`src/rtl/uart_pkg.sv`:
```
// Shared UART definitions: parity type encoding (common with the TX parity
// calculator) and the receive FSM state encoding.
package uart_pkg;

  localparam logic EVEN_PAR = 1'b0;
  localparam logic ODD_PAR  = 1'b1;

  // Oversampling ratio used when PRESCALE is not one of 8/16/32.
  localparam int PRESCALE_FALLBACK = 8;

  typedef enum logic [2:0] {
    RX_IDLE   = 3'd0,
    RX_START  = 3'd1,
    RX_DATA   = 3'd2,
    RX_PARITY = 3'd3,
    RX_STOP   = 3'd4
  } rx_state_e;

endpackage

```
`src/rtl/uart_rx_sampler.sv`:
```
// Three-point majority-vote sampler. Captures the synchronized line at
// edge_cnt = P/2-1, P/2 and P/2+1 of every bit period. The voted bit is
// stable from edge_cnt = P/2+2 until the next bit's first capture.
module uart_rx_sampler #(
  parameter int PRESCALE_W = 6
) (
  input  logic                  CLK,
  input  logic                  RST,
  input  logic                  rx_s_i,
  input  logic [PRESCALE_W-1:0] edge_cnt_i,
  input  logic [PRESCALE_W-1:0] prescale_i,
  output logic                  bit_o,
  output logic                  valid_o
);

  localparam logic [PRESCALE_W-1:0] ONE = PRESCALE_W'(1);
  localparam logic [PRESCALE_W-1:0] TWO = PRESCALE_W'(2);

  logic [PRESCALE_W-1:0] half;
  logic [2:0]            smp_q, smp_d;

  assign half = prescale_i >> 1;

  // Pick up each of the three capture points as the edge counter passes them.
  always_comb begin
    smp_d = smp_q;
    if (edge_cnt_i == half - ONE) smp_d[0] = rx_s_i;
    if (edge_cnt_i == half)       smp_d[1] = rx_s_i;
    if (edge_cnt_i == half + ONE) smp_d[2] = rx_s_i;
  end

  // Sample registers idle high, like the line itself.
  always_ff @(posedge CLK or negedge RST) begin
    if (!RST) smp_q <= '1;
    else      smp_q <= smp_d;
  end

  assign bit_o   = (smp_q[0] & smp_q[1]) | (smp_q[0] & smp_q[2]) | (smp_q[1] & smp_q[2]);
  assign valid_o = (edge_cnt_i >= half + TWO);

endmodule

```
`src/rtl/uart_rx.sv`:
```
// UART receiver: 2-FF input synchronizer, frame FSM with edge and bit
// counters, LSB-first shift register, parity/stop checks and registered
// one-cycle result strobes.
// Line handshake: there is no back-pressure. A frame result is presented as a
// single-cycle strobe (DATA_VALID, or PAR_ERR/STP_ERR) one cycle after the
// frame-end cycle; P_DATA is updated in the same cycle and holds until the
// next frame end. The consumer must take it on that cycle.
module uart_rx
  import uart_pkg::*;
#(
  parameter int DATA_WIDTH = 8,
  parameter int PRESCALE_W = 6
) (
  input  logic                  CLK,
  input  logic                  RST,
  input  logic                  RX_IN,
  input  logic [PRESCALE_W-1:0] PRESCALE,
  input  logic                  PAR_EN,
  input  logic                  PAR_TYP,
  output logic [DATA_WIDTH-1:0] P_DATA,
  output logic                  DATA_VALID,
  output logic                  PAR_ERR,
  output logic                  STP_ERR,
  output rx_state_e             DBG_STATE
);

  localparam int BCW = (DATA_WIDTH > 1) ? $clog2(DATA_WIDTH) : 1;
  localparam logic [BCW-1:0]        B_ONE    = BCW'(1);
  localparam logic [BCW-1:0]        LAST_BIT = BCW'(DATA_WIDTH - 1);
  localparam logic [PRESCALE_W-1:0] E_ONE    = PRESCALE_W'(1);
  localparam logic [PRESCALE_W-1:0] P8       = PRESCALE_W'(8);
  localparam logic [PRESCALE_W-1:0] P16      = PRESCALE_W'(16);
  localparam logic [PRESCALE_W-1:0] P32      = PRESCALE_W'(32);
  localparam logic [PRESCALE_W-1:0] P_FB     = PRESCALE_W'(PRESCALE_FALLBACK);

  logic                  sync1_q, rx_s_q;
  rx_state_e             state_q, state_d;
  logic [PRESCALE_W-1:0] edge_cnt_q, edge_cnt_d;
  logic [BCW-1:0]        bit_cnt_q, bit_cnt_d;
  logic [PRESCALE_W-1:0] prescale_q, prescale_d;
  logic                  par_en_q, par_en_d;
  logic                  par_typ_q, par_typ_d;
  logic [DATA_WIDTH-1:0] shreg_q, shreg_d;
  logic                  par_flag_q, par_flag_d;
  logic [DATA_WIDTH-1:0] p_data_q, p_data_d;
  logic                  dv_q, dv_d, perr_q, perr_d, serr_q, serr_d;

  logic smp_bit, smp_valid, last_edge, bit_done, p_legal, exp_par, begin_frame;

  uart_rx_sampler #(.PRESCALE_W(PRESCALE_W)) u_sampler (
    .CLK        (CLK),
    .RST        (RST),
    .rx_s_i     (rx_s_q),
    .edge_cnt_i (edge_cnt_q),
    .prescale_i (prescale_q),
    .bit_o      (smp_bit),
    .valid_o    (smp_valid)
  );

  assign last_edge = (edge_cnt_q == prescale_q - E_ONE);
  assign bit_done  = last_edge && smp_valid;
  assign p_legal   = (PRESCALE == P8) || (PRESCALE == P16) || (PRESCALE == P32);
  assign exp_par   = (par_typ_q == ODD_PAR) ? ~^shreg_q : ^shreg_q;

  // Bring the asynchronous serial line into the CLK domain.
  always_ff @(posedge CLK or negedge RST) begin
    if (!RST) begin
      sync1_q <= 1'b1;
      rx_s_q  <= 1'b1;
    end else begin
      sync1_q <= RX_IN;
      rx_s_q  <= sync1_q;
    end
  end

  // Frame FSM: next state, counters, shift register, checks and strobes.
  always_comb begin
    state_d     = state_q;
    edge_cnt_d  = last_edge ? '0 : edge_cnt_q + E_ONE;
    bit_cnt_d   = bit_cnt_q;
    shreg_d     = shreg_q;
    par_flag_d  = par_flag_q;
    p_data_d    = p_data_q;
    dv_d        = 1'b0;
    perr_d      = 1'b0;
    serr_d      = 1'b0;
    prescale_d  = prescale_q;
    par_en_d    = par_en_q;
    par_typ_d   = par_typ_q;
    begin_frame = 1'b0;
    unique case (state_q)
      RX_IDLE: begin
        edge_cnt_d = '0;
        bit_cnt_d  = '0;
        par_flag_d = 1'b0;
        if (!rx_s_q) begin
          state_d     = RX_START;
          begin_frame = 1'b1;
        end
      end
      RX_START: begin
        // A start bit that votes high was a glitch: drop it silently.
        if (bit_done) state_d = smp_bit ? RX_IDLE : RX_DATA;
      end
      RX_DATA: begin
        if (bit_done) begin
          shreg_d[bit_cnt_q] = smp_bit;
          if (bit_cnt_q == LAST_BIT) begin
            bit_cnt_d = '0;
            state_d   = par_en_q ? RX_PARITY : RX_STOP;
          end else begin
            bit_cnt_d = bit_cnt_q + B_ONE;
          end
        end
      end
      RX_PARITY: begin
        if (bit_done) begin
          par_flag_d = (smp_bit != exp_par);
          state_d    = RX_STOP;
        end
      end
      RX_STOP: begin
        if (bit_done) begin
          p_data_d   = shreg_q;
          dv_d       = !par_flag_q && smp_bit;
          perr_d     = par_flag_q;
          serr_d     = !smp_bit;
          par_flag_d = 1'b0;
          // Line already low here means the next start bit began: no idle gap.
          if (!rx_s_q) begin
            state_d     = RX_START;
            begin_frame = 1'b1;
          end else begin
            state_d = RX_IDLE;
          end
        end
      end
      default: state_d = RX_IDLE;
    endcase
    // Frame configuration is frozen for the whole frame from its start.
    if (begin_frame) begin
      prescale_d = p_legal ? PRESCALE : P_FB;
      par_en_d   = PAR_EN;
      par_typ_d  = PAR_TYP;
      edge_cnt_d = '0;
    end
  end

  // State, counter, data and strobe registers.
  always_ff @(posedge CLK or negedge RST) begin
    if (!RST) begin
      state_q    <= RX_IDLE;
      edge_cnt_q <= '0;
      bit_cnt_q  <= '0;
      prescale_q <= P_FB;
      par_en_q   <= 1'b0;
      par_typ_q  <= EVEN_PAR;
      shreg_q    <= '0;
      par_flag_q <= 1'b0;
      p_data_q   <= '0;
      dv_q       <= 1'b0;
      perr_q     <= 1'b0;
      serr_q     <= 1'b0;
    end else begin
      state_q    <= state_d;
      edge_cnt_q <= edge_cnt_d;
      bit_cnt_q  <= bit_cnt_d;
      prescale_q <= prescale_d;
      par_en_q   <= par_en_d;
      par_typ_q  <= par_typ_d;
      shreg_q    <= shreg_d;
      par_flag_q <= par_flag_d;
      p_data_q   <= p_data_d;
      dv_q       <= dv_d;
      perr_q     <= perr_d;
      serr_q     <= serr_d;
    end
  end

  assign P_DATA     = p_data_q;
  assign DATA_VALID = dv_q;
  assign PAR_ERR    = perr_q;
  assign STP_ERR    = serr_q;
  assign DBG_STATE  = state_q;

endmodule

```
`config.mk`:
```
export PLATFORM = sky130hd
export DESIGN_NAME = uart_rx
export DESIGN_NICKNAME = d
export VERILOG_FILES = /design/src/rtl/uart_pkg.sv /design/src/rtl/uart_rx_sampler.sv /design/src/rtl/uart_rx.sv
export SDC_FILE = /design/constraint.sdc
export NUM_CORES = 1
export LEC_CHECK = 0
export CORE_MARGIN = 4
export CORE_UTILIZATION = 45
export CTS_CLUSTER_SIZE = 8
export DETAILED_ROUTE_END_ITERATION = 12
export PLACE_DENSITY = 0.68
export SETUP_SLACK_MARGIN = 0.2
export SLEW_MARGIN = 20
export SYNTH_ARGS = -nofsm -noshare
export SYNTH_HDL_FRONTEND = slang
export SYNTH_SLANG_ARGS = --single-unit
```
`constraint.sdc`:
```
create_clock -name CLK -period 2.7 [get_ports CLK]
set_clock_uncertainty 0.1 [all_clocks]
set_input_delay 0.405 -clock CLK [delete_from_list [all_inputs] [get_ports CLK]]
set_output_delay 0.405 -clock CLK [all_outputs]
set_load 0.02 [all_outputs]
```
Word-level counts from Yosys, hierarchy flattened:

Cells that the tools add are included.

* logic and storage cells: 100
* bits of input ports: 11
* output and inout bits: 14
* flip-flop bits (word level): 45

* magnitude comparators: 3
* $add $sub $neg: 6
* equality and inequality tests: 19
* multiplexer cells: 33
* bitwise operators: 5
* reductions and logical operators: 17

Operators with widths (count)
* two-way mux 3 bit: 9
* two-way mux 6 bit: 4
* == test 6 bit: 3
* case mux 3 bit (5 select lines): 1
* two-way mux 1 bit: 13
* != test 2 bit (second input constant): 6
* bitwise mux 8 bit: 1
* XNOR reduction 8 bit: 1
* XOR reduction 8 bit: 1
* adder 5 x 1 -> 6 bit (second input constant): 1
* adder 5 x 2 -> 6 bit (second input constant): 1
* adder 6 x 1 -> 6 bit (second input constant): 1
* == test 3 x 2 -> 1 bit (second input constant): 2
* == test 3 bit (second input constant): 2
* == test 6 x 4 -> 1 bit (second input constant): 1
* == test 6 x 5 -> 1 bit: 1
* == test 6 x 5 -> 1 bit (second input constant): 1
* == test 6 bit (second input constant): 1
* >= comparator 6 bit: 1
* case mux 3 bit (2 select lines): 1
* AND reduction 2 bit: 3
* AND reduction 6 bit: 1
* subtractor 5 x 1 -> 6 bit (second input constant): 1
* subtractor 6 x 1 -> 6 bit (second input constant): 1
* 18 further kinds: 25

Logic depth before layout (Yosys ltp):

Gate-level depths: netlist (run 1).

* word-level depth: 6
* mapped depth: 14
* depth with buffers taken out: 10

Modules after synthesis:

A second synthesis (run 1) with hierarchy kept.

* cells, all modules: 258
* area total of the unflattened synthesis: 2742.6 um2

Modules (own cells, without submodules)
* uart_rx: cells an instance 186, times used 1, area each 2133.3 um2, sequential area each 1054.8 um2
* uart_rx_sampler: cells an instance 72, times used 1, area each 609.3 um2, sequential area each 78.8 um2

Least setup slack after synthesis (run 1):

Ideal clock, no wire load.

* path kind: register to register
* from: register prescale_q[3]
* to: register par_en_q
* library setup time: 0.125 ns
* cell stages (with the launch flop): 13
* data arrival time: 2.583 ns
* required time: 2.475 ns
* slack: -0.108 ns
* path buffers: 2
* clock period less this slack: 2.808 ns
* path through: dfstp_2 -> buf_6 -> inv_1 -> ha_1 -> inv_1 -> ha_1 -> a21o_1 -> a31oi_1 -> o21ai_0 -> and4_1 -> buf_4 -> o21ai_2 -> mux2_2

* longest elaborated chain between the ends: 5
* elaborated cells between the ends (all ways): 7
* classes of those cells: add/sub: 2; order compare: 1; eq/ne: 1; mux: 2; reduce/logical: 1

RTL lines
* from (decl): RTL line uart_rx.sv:40 `logic [PRESCALE_W-1:0] prescale_q, prescale_d;`
* from (signal assigned): RTL line uart_rx.sv:168 `prescale_q <= prescale_d;`
* adder 5 x 2 -> 6 bit / subtractor 6 x 1 -> 6 bit (equally long branches): RTL line uart_rx_sampler.sv:39, uart_rx.sv:60
* >= comparator 6 bit / == test 6 bit (equally long branches): RTL line uart_rx_sampler.sv:39, uart_rx.sv:60
* logical AND 1 bit (*): RTL line uart_rx.sv:61 `assign bit_done = last_edge && smp_valid;`
* two-way mux 1 bit (*): RTL line uart_rx.sv:123 `if (bit_done) begin`
* case mux 1 bit (2 select lines) (*): RTL line uart_rx.sv:91 `unique case (state_q)`
* to (signal assigned): RTL line uart_rx.sv:169 `par_en_q <= par_en_d;`
* to (decl): RTL line uart_rx.sv:41 `logic par_en_q, par_en_d;`

Mark *: on every way between the ends. The rest lies on a longest branch, timed or not.
A chain may end at the register's enable or synchronous reset.

Worst setup path after layout (run 1):

* from: register prescale_q[3]
* to: register prescale_q[5]

* longest elaborated chain between the ends: 5
* elaborated cells between the ends (all ways): 7
* classes of those cells: add/sub: 2; order compare: 1; eq/ne: 1; mux: 2; reduce/logical: 1

RTL lines (RTL line)
* adder 5 x 2 -> 6 bit / subtractor 6 x 1 -> 6 bit (equally long branches): uart_rx_sampler.sv:39, uart_rx.sv:60
* >= comparator 6 bit / == test 6 bit (equally long branches): uart_rx_sampler.sv:39, uart_rx.sv:60
* logical AND 1 bit (*): uart_rx.sv:61
* two-way mux 1 bit (*): uart_rx.sv:123
* case mux 1 bit (2 select lines) (*): uart_rx.sv:91

Marked as above.

==> key figures, run 1 <==
Clocking
  – Maximum clock path buffer count: 2
  – Number of clock sinks: 45
  – Root buffer cell: sky130_fd_sc_hd__clkbuf_8
  – Count of H-tree levels built during CTS: 2
  – Cts-stage hold buffer count: 0
  – Number of buffers added by the clock tree synthesis step: 5
  – Clock network latency to the later pin of the worst-skew pair: 300 ps
  – Clk slew on worst S/H paths: 90 ps
  – Clock tree from TritonCTS: yes

STA
  – Number of pins with negative max-slew slack in the final report: 0
  – Slew @ Worst Pin: 584 ps
  – Total of endpoints with negative setup slack in the final report: 0
  – Worst Hold Margin: -3.57 ps
  – Minimum period implied by the final worst setup slack: 2680 ps
  – Period Utilization, post-route: 99.4%
  – Maximum clock rate: 373 MHz
  – Max-slew headroom at the worst pin: 60.9%
  – Setup slack after layout: 17.3 ps
  – Setup repair after global routing missed its margin: yes
  – Hold Fails Final Rpt: 4

Setup path
  – Required time of the critical path: 2790 ps
  – Reg2Reg Launch Point: prescale_q[3]
  – Endpoint of the lowest-slack register-to-register path: prescale_q[5]
  – Maximum cell stage delay along the critical path: 600 ps
  – CP arrival: 2770 ps
  – Type of the setup path with the least slack: reg -> reg
  – R2r setup slk: 20 ps
  – Cell with the largest stage delay on the worst path: sky130_fd_sc_hd__dfstp_2
  – Cells along the critical path: inv_4 > ha_4 > inv_2 > ha_4 > a21o_1 > a31oi_4 > o21ai_2 > and4_4 > buf_6 > o21ai_4 > mux2_4
  – Top cell by count, worst path: sky130_fd_sc_hd__ha_4
  – FF-to-FF path depth: 11
  – CP endpoint kind: flop
  – Startpoint types: flop
  – Maximum fanout encountered on the critical timing path: 5

Synthesis
  – Register area share after synthesis: 40.7%
  – Cell area after synthesis: 2780 um2
  – Count of mapped cells out of synthesis: 256
  – Mean cell area of the mapped netlist: 10.9 um2
  – Cells taking the most area after synthesis: sky130_fd_sc_hd__dfrtp_1, sky130_fd_sc_hd__xnor2_1, sky130_fd_sc_hd__ha_1
  – Number of warnings issued by yosys: 0
  – FF+latch count, synth: 45
  – Fraction of post-synthesis cell area in the top cell type by area: 35.1%
  – Count of flip-flops with a built-in enable after synthesis: 0
  – Cell variety after synth: 51
  – Dominant synthesized flop cell: sky130_fd_sc_hd__dfrtp_1
  – Async S/R FF share, synth: 100%
  – Most area-hungry cell type in the Yosys netlist: sky130_fd_sc_hd__dfrtp_1
  – Post-Synthesis Net Count: 283

Die
  – Row Count: 28
  – Io pins: 25
  – Die Area: 7510 um2
  – Starting Density: 46.7%
  – Width of the die: 86.7 um
  – Core area: 5960 um2
  – Height of the chip: 86.7 um

Final layout
  – Leading cell type in the layout, fill and taps excluded: sky130_fd_sc_hd__dfrtp_1
  – Number of nets at the end of the flow: 320
  – Layout cells sized above 1: 29.3%
  – Post-route non-filler standard cell count: 369
  – Synthesis-to-layout area growth: 24.2%
  – Final non-filler cell area: 3460 um2
  – Commonest cells after routing, fill and taps aside: sky130_fd_sc_hd__dfrtp_1, sky130_fd_sc_hd__xnor2_1, sky130_fd_sc_hd__clkdlybuf4s50_1
  – Antenna cells: 0

Drt
  – Antenna Violating Nets Remaining: 0
  – First-pass iteration count of the detailed router: 4
  – DR WL met2: 2420 um
  – Number of design-rule violations left by the first detailed-router iteration: 79
  – Detail Route met3 WL: 166 um
  – Wire length after detailed routing: 5540 um
  – DR WL/cell: 15.0 um
  – Number of vias per cell after detailed routing: 5.28
  – Wire length the detailed router placed on met1: 2900 um
  – Count of vias placed by the detailed router: 1950
  – Uppermost signal routing layer after detailed routing: met4
  – Post-route DRC: 0

GRT
  – Global router's overall resource usage: 15.4%
  – Antenna violations before repair: 0
  – Maximum number of pins on one net before global-route repair: 46
  – Wire length of the first global-routing pass: 9070 um
  – Vias in the first global route: 1836
  – Global route overflow: 0

Place
  – Detailed Place HPWL: 4030 um
  – Final RePlAce weighted congestion: 0.797
  – Placed Instances: 355
  – Count of buffers inserted at the top-level ports: 24
  – Post-DP Area: 3220 um2
  – Placement-stage worst setup slack: -68.7 ps

Worst hold path
  – Hold crit path type: in -> async

Run status
  – Violations in the final reports: hold timing
  – Result of the run: finished, violations left

Pwr
  – Overall power consumption: 2710 uW
  – Max IR drop VDD: 0.405 mV
  – Cell leakage power: 0.00154 uW
  – Power density over the cells: 784 nW/um2

Run
  – # Max-Cap Violations: 0
==> Yosys cell counts (3+ instances only) <==
cell	instances
sky130_fd_sc_hd__a21o_1	5
sky130_fd_sc_hd__a21oi_1	3
sky130_fd_sc_hd__and2_1	3
sky130_fd_sc_hd__and3b_1	3
sky130_fd_sc_hd__buf_2	4
sky130_fd_sc_hd__buf_6	3
sky130_fd_sc_hd__clkbuf_1	6
sky130_fd_sc_hd__dfrtp_1	39
sky130_fd_sc_hd__dfstp_2	6
sky130_fd_sc_hd__ha_1	16
sky130_fd_sc_hd__inv_1	13
sky130_fd_sc_hd__mux2_1	6
sky130_fd_sc_hd__mux2_2	10
sky130_fd_sc_hd__mux2_4	7
sky130_fd_sc_hd__mux2i_1	3
sky130_fd_sc_hd__nand2_1	16
sky130_fd_sc_hd__nand3_1	12
sky130_fd_sc_hd__nand4_1	5
sky130_fd_sc_hd__nand4b_1	4
sky130_fd_sc_hd__nor2_1	16
sky130_fd_sc_hd__nor3_1	5
sky130_fd_sc_hd__nor3b_1	3
sky130_fd_sc_hd__o21ai_0	5
sky130_fd_sc_hd__xnor2_1	25
sky130_fd_sc_hd__xor2_1	7
==> worst max-delay path by stage <==
| stage | start | end | slack, ps | depth (start not counted) |
|---|---|---|---|---|
| final | prescale_q[3] | prescale_q[5] | 20 | 11 |
| after global routing | prescale_q[3] | prescale_q[5] | -40 | 10 |
| after CTS | prescale_q[3] | prescale_q[4] | 40 | 11 |
| after detailed placement | prescale_q[3] | prescale_q[4] | -70 | 11 |
| after global placement | prescale_q[3] | par_en_q | -20 | 11 |
| after floorplan | prescale_q[3] | par_en_q | 100 | 12 |
==> logic make-up (layout without fill, tap and decap cells) <==
group                      count (synthesis)  in the layout  synth area share (%)
and+or+nand+nor                           79             80                  16.0
DFF                                       45             45                  40.7
xor gates and xnor gates                  35             35                  12.0
buffers and inverters                     30             67                  5.71
muxes                                     26             26                  11.3
AOI/OAI and AO/OA                         24             24                  6.70
adders and majority gates                 17             17                  7.55
==> where the power goes <==
group	total (uW)	internal (uW)	switching (uW)
clock	444	187	257
sequential	1000	814	188
combinational	1260	636	628
total	2710	1640	1070
==> registers in the layout, indices dropped and copies added, names as in the netlist, 3 cells and up <==
name / flops
shreg_q: 8
prescale_q: 6
bit_cnt_q: 3
u_sampler.smp_q: 3
edge_cnt_q: 6
DBG_STATE: 3
P_DATA: 8
==> final cells by class <==
type	count	area, um2
clock buffers	5	68.8
clock inverters	3	25.0
fillers	515	2500
multi-input cells	182	1650
well taps	75	93.8
flip-flops and latches	45	1130
repair buffers	46	430
inverters	13	53.8
==> worst max-delay path, delay by kind of cell, from the launching register on <==
kind	cells	cell delay (ps)
compound gates	4	680
fa+ha+maj	2	450
buf+inv	3	210
flops	1	600
mux	1	330
simple gates	1	200
==> metal layers <==
| layer | GRT usage (%) | vias up |
|---|---|---|
| li1 | - | 960 |
| met1 | 22.4 | 954 |
| met2 | 23.4 | 31 |
| met3 | 2.95 | 5 |
| met4 | 4.67 | 0 |
| met5 | 0 | - |
==> stage by stage <==
stage | hold WS [ps] | TNS (ps) | util, %
after floorplan | 9.41 | 0 | -
after global placement | 246 | -67.4 | 54.0
after detailed placement | 247 | -326 | 54.0
after CTS | 202 | 0 | 56.1
after global routing | 35.6 | -190 | 58.0
final | -3.57 | 0 | 58.0
==> repair_timing <==
item                                    CTS  global route
endpoints found under the setup margin   34            34
resized for setup                         6            14
buffers inserted                          1             4
cloned                                    0             1
pin swaps                                 4            12
Power figures use the tool's default switching activity.
==> inputs of run 2 (changes only) <==
--- a/config.mk
+++ b/config.mk
@@ -9,8 +9,11 @@
 export CORE_UTILIZATION = 45
 export CTS_CLUSTER_SIZE = 8
 export DETAILED_ROUTE_END_ITERATION = 12
+export GPL_TIMING_DRIVEN = 0
+export HOLD_SLACK_MARGIN = 0.02
 export PLACE_DENSITY = 0.68
 export SETUP_SLACK_MARGIN = 0.2
+export SKIP_LAST_GASP = 1
 export SLEW_MARGIN = 20
 export SYNTH_ARGS = -nofsm -noshare
 export SYNTH_HDL_FRONTEND = slang
==> key figures, run 2 (same netlist as run 1, synthesis figures left out) <==
Run status
  – Result of the run: finished, violations left
  – Violations in the final reports: setup timing

Die
  – Height of the chip: 86.7 um
  – Io pins: 25
  – Width of the die: 86.7 um
  – Starting Density: 46.7%
  – Row Count: 28
  – Core area: 5960 um2
  – Die Area: 7510 um2

Setup path
  – Family of cells with the greatest summed delay on the critical path: compound AO/OA/AOI/OAI gates
  – Worst setup path start: prescale_q[3]
  – CP arrival: 2860 ps
  – Cell with the largest stage delay on the worst path: sky130_fd_sc_hd__dfstp_2
  – Required time of the critical path: 2790 ps
  – CP endpoint kind: flop
  – Startpoint types: flop
  – Cells along the critical path: buf_6 > inv_4 > ha_4 > inv_2 > ha_4 > a21o_1 > a31oi_4 > o21ai_1 > and4_1 > buf_6 > o21ai_4 > mux2_4
  – R2r setup slk: -70 ps
  – Type of the setup path with the least slack: reg -> reg
  – Maximum cell stage delay along the critical path: 550 ps
  – Maximum fanout encountered on the critical timing path: 7
  – Worst Path Buf+Inv: 4
  – Reg2Reg Launch Point: prescale_q[3]

Drt
  – Antenna Violating Nets Remaining: 0
  – DR WL/cell: 14.8 um
  – First-pass iteration count of the detailed router: 4
  – Count of vias placed by the detailed router: 1974
  – Wire length after detailed routing: 5630 um
  – Number of design-rule violations left by the first detailed-router iteration: 64
  – Number of vias per cell after detailed routing: 5.19
  – Post-route DRC: 0

STA
  – Number of pins with negative max-slew slack in the final report: 0
  – Setup repair after global routing missed its margin: yes
  – Maximum clock rate: 362 MHz
  – Period Utilization, post-route: 102%
  – Worst Hold Margin: 258 ps
  – Minimum period implied by the final worst setup slack: 2770 ps
  – Max-slew headroom at the worst pin: 67.4%
  – Total of endpoints with negative setup slack in the final report: 14
  – Hold Fails Final Rpt: 0
  – Slew @ Worst Pin: 486 ps
  – Setup slack after layout: -65.2 ps

Final layout
  – Antenna cells: 0
  – Leading cell type in the layout, fill and taps excluded: sky130_fd_sc_hd__dfrtp_1
  – Synthesis-to-layout area growth: 28.1%
  – Number of nets at the end of the flow: 331
  – Final non-filler cell area: 3570 um2
  – Commonest cells after routing, fill and taps aside: sky130_fd_sc_hd__dfrtp_1, sky130_fd_sc_hd__xnor2_1, sky130_fd_sc_hd__clkdlybuf4s50_1
  – Post-route non-filler standard cell count: 380
  – Layout cells sized above 1: 30.8%

Clocking
  – Number of clock sinks: 45
  – Count of H-tree levels built during CTS: 2
  – Number of buffers added by the clock tree synthesis step: 5
  – Clock network latency to the later pin of the worst-skew pair: 300 ps
  – Root buffer cell: sky130_fd_sc_hd__clkbuf_8
  – Maximum clock path buffer count: 2
  – Clk slew on worst S/H paths: 90 ps
  – Clock tree from TritonCTS: yes

Pwr
  – Power density over the cells: 768 nW/um2
  – Max IR drop VDD: 0.366 mV
  – Cell leakage power: 0.00160 uW

GRT
  – Vias in the first global route: 1997
  – Met1 track demand over resource: 20.9%
  – Global routing usage on met3: 2.76%
  – Wire length of the first global-routing pass: 9320 um
  – Antenna violations before repair: 0
  – Global route overflow: 0
  – Most used routing layer: met2
  – Maximum number of pins on one net before global-route repair: 33
  – Global router's overall resource usage: 15.8%
  – Met2 routing resource usage after global routing: 25.9%

Place
  – Count of buffers inserted at the top-level ports: 24
  – Final RePlAce weighted congestion: 0.872
  – Placed Instances: 356
  – Post-DP Area: 3230 um2
  – Detailed Place HPWL: 3980 um

Run
  – # Max-Cap Violations: 0

Worst hold path
  – Hold path startpoint: sync1_q
  – Hold crit path type: reg -> reg
[run 2: cell types whose count changed in the layout (fill, tap and decap cells not counted), sizes merged]
cell / delta
buf: +5
clkbuf: +6
dlygate4sd3: +1
nand3: -1
[run 2: final cells by class]
cell class                      instances  area, um2
Clock buffer                            5       68.8
Inverter                               13       53.8
Buffer                                 17        125
Timing Repair Buffer                   41        410
Multi-Input combinational cell        181       1660
Sequential cell                        45       1140
Clock inverter                          3       21.3
Tap cell                               75       93.8
Fill cell                             523       2390
[run 2: final timing paths]
| check | to | depth (start not counted) |
|---|---|---|
| setup / recovery | prescale_q[4] | 12 |
| hold reg to reg | rx_s_q | 0 |
| min in group asynchronous | prescale_q[0] | 2 |
| setup reg to reg | prescale_q[4] | 12 |
| max in group asynchronous | u_sampler.smp_q[1] | 3 |
| hold / removal | rx_s_q | 0 |
[run 2: metal layers]
layer | up-vias | part of all wire [%]
met2 | 38 | 48
met5 | - | 0
met3 | 2 | 4.1
met1 | 951 | 47
met4 | 0 | 0.68
li1 | 983 | -
[run 2: worst register-to-register path, delay by kind of cell (launching register included)]
kind / cells / cell delay, ps
fa+ha+maj: 2 / 470
mux: 1 / 340
compound gates: 4 / 720
flops: 1 / 550
simple gates: 1 / 150
buf+inv: 4 / 330
[run 2: per-stage QoR]
stage / setup TNS [ps] / total power (uW) / setup slack (ps) / utilization (%)
4_1_cts: -1.69 / 2660 / -1.69 / 57.8
6_report: -399 / 2740 / -65.2 / 59.9
5_1_grt: -3080 / 2960 / -167 / 59.9
3_3_place_gp: -7430 / 2140 / -335 / 53.9
3_5_place_dp: -1370 / 2180 / -164 / 54.2
2_1_floorplan: 0 / 1880 / 104 / -
[run 2: repair_timing]
item,in CTS,in global routing
setup endpoints to repair,34,34
setup buffers,10,3
hold buffers,1,0
endpoints found under the hold margin,10,0
gates resized for setup,12,17
cloned,1,1
pin swaps,3,11
[run 2: power by group]
part           internal [uW]  switching (uW)
logic                    658             733
registers                815            99.8
clock network            184             250
total                   1660            1080
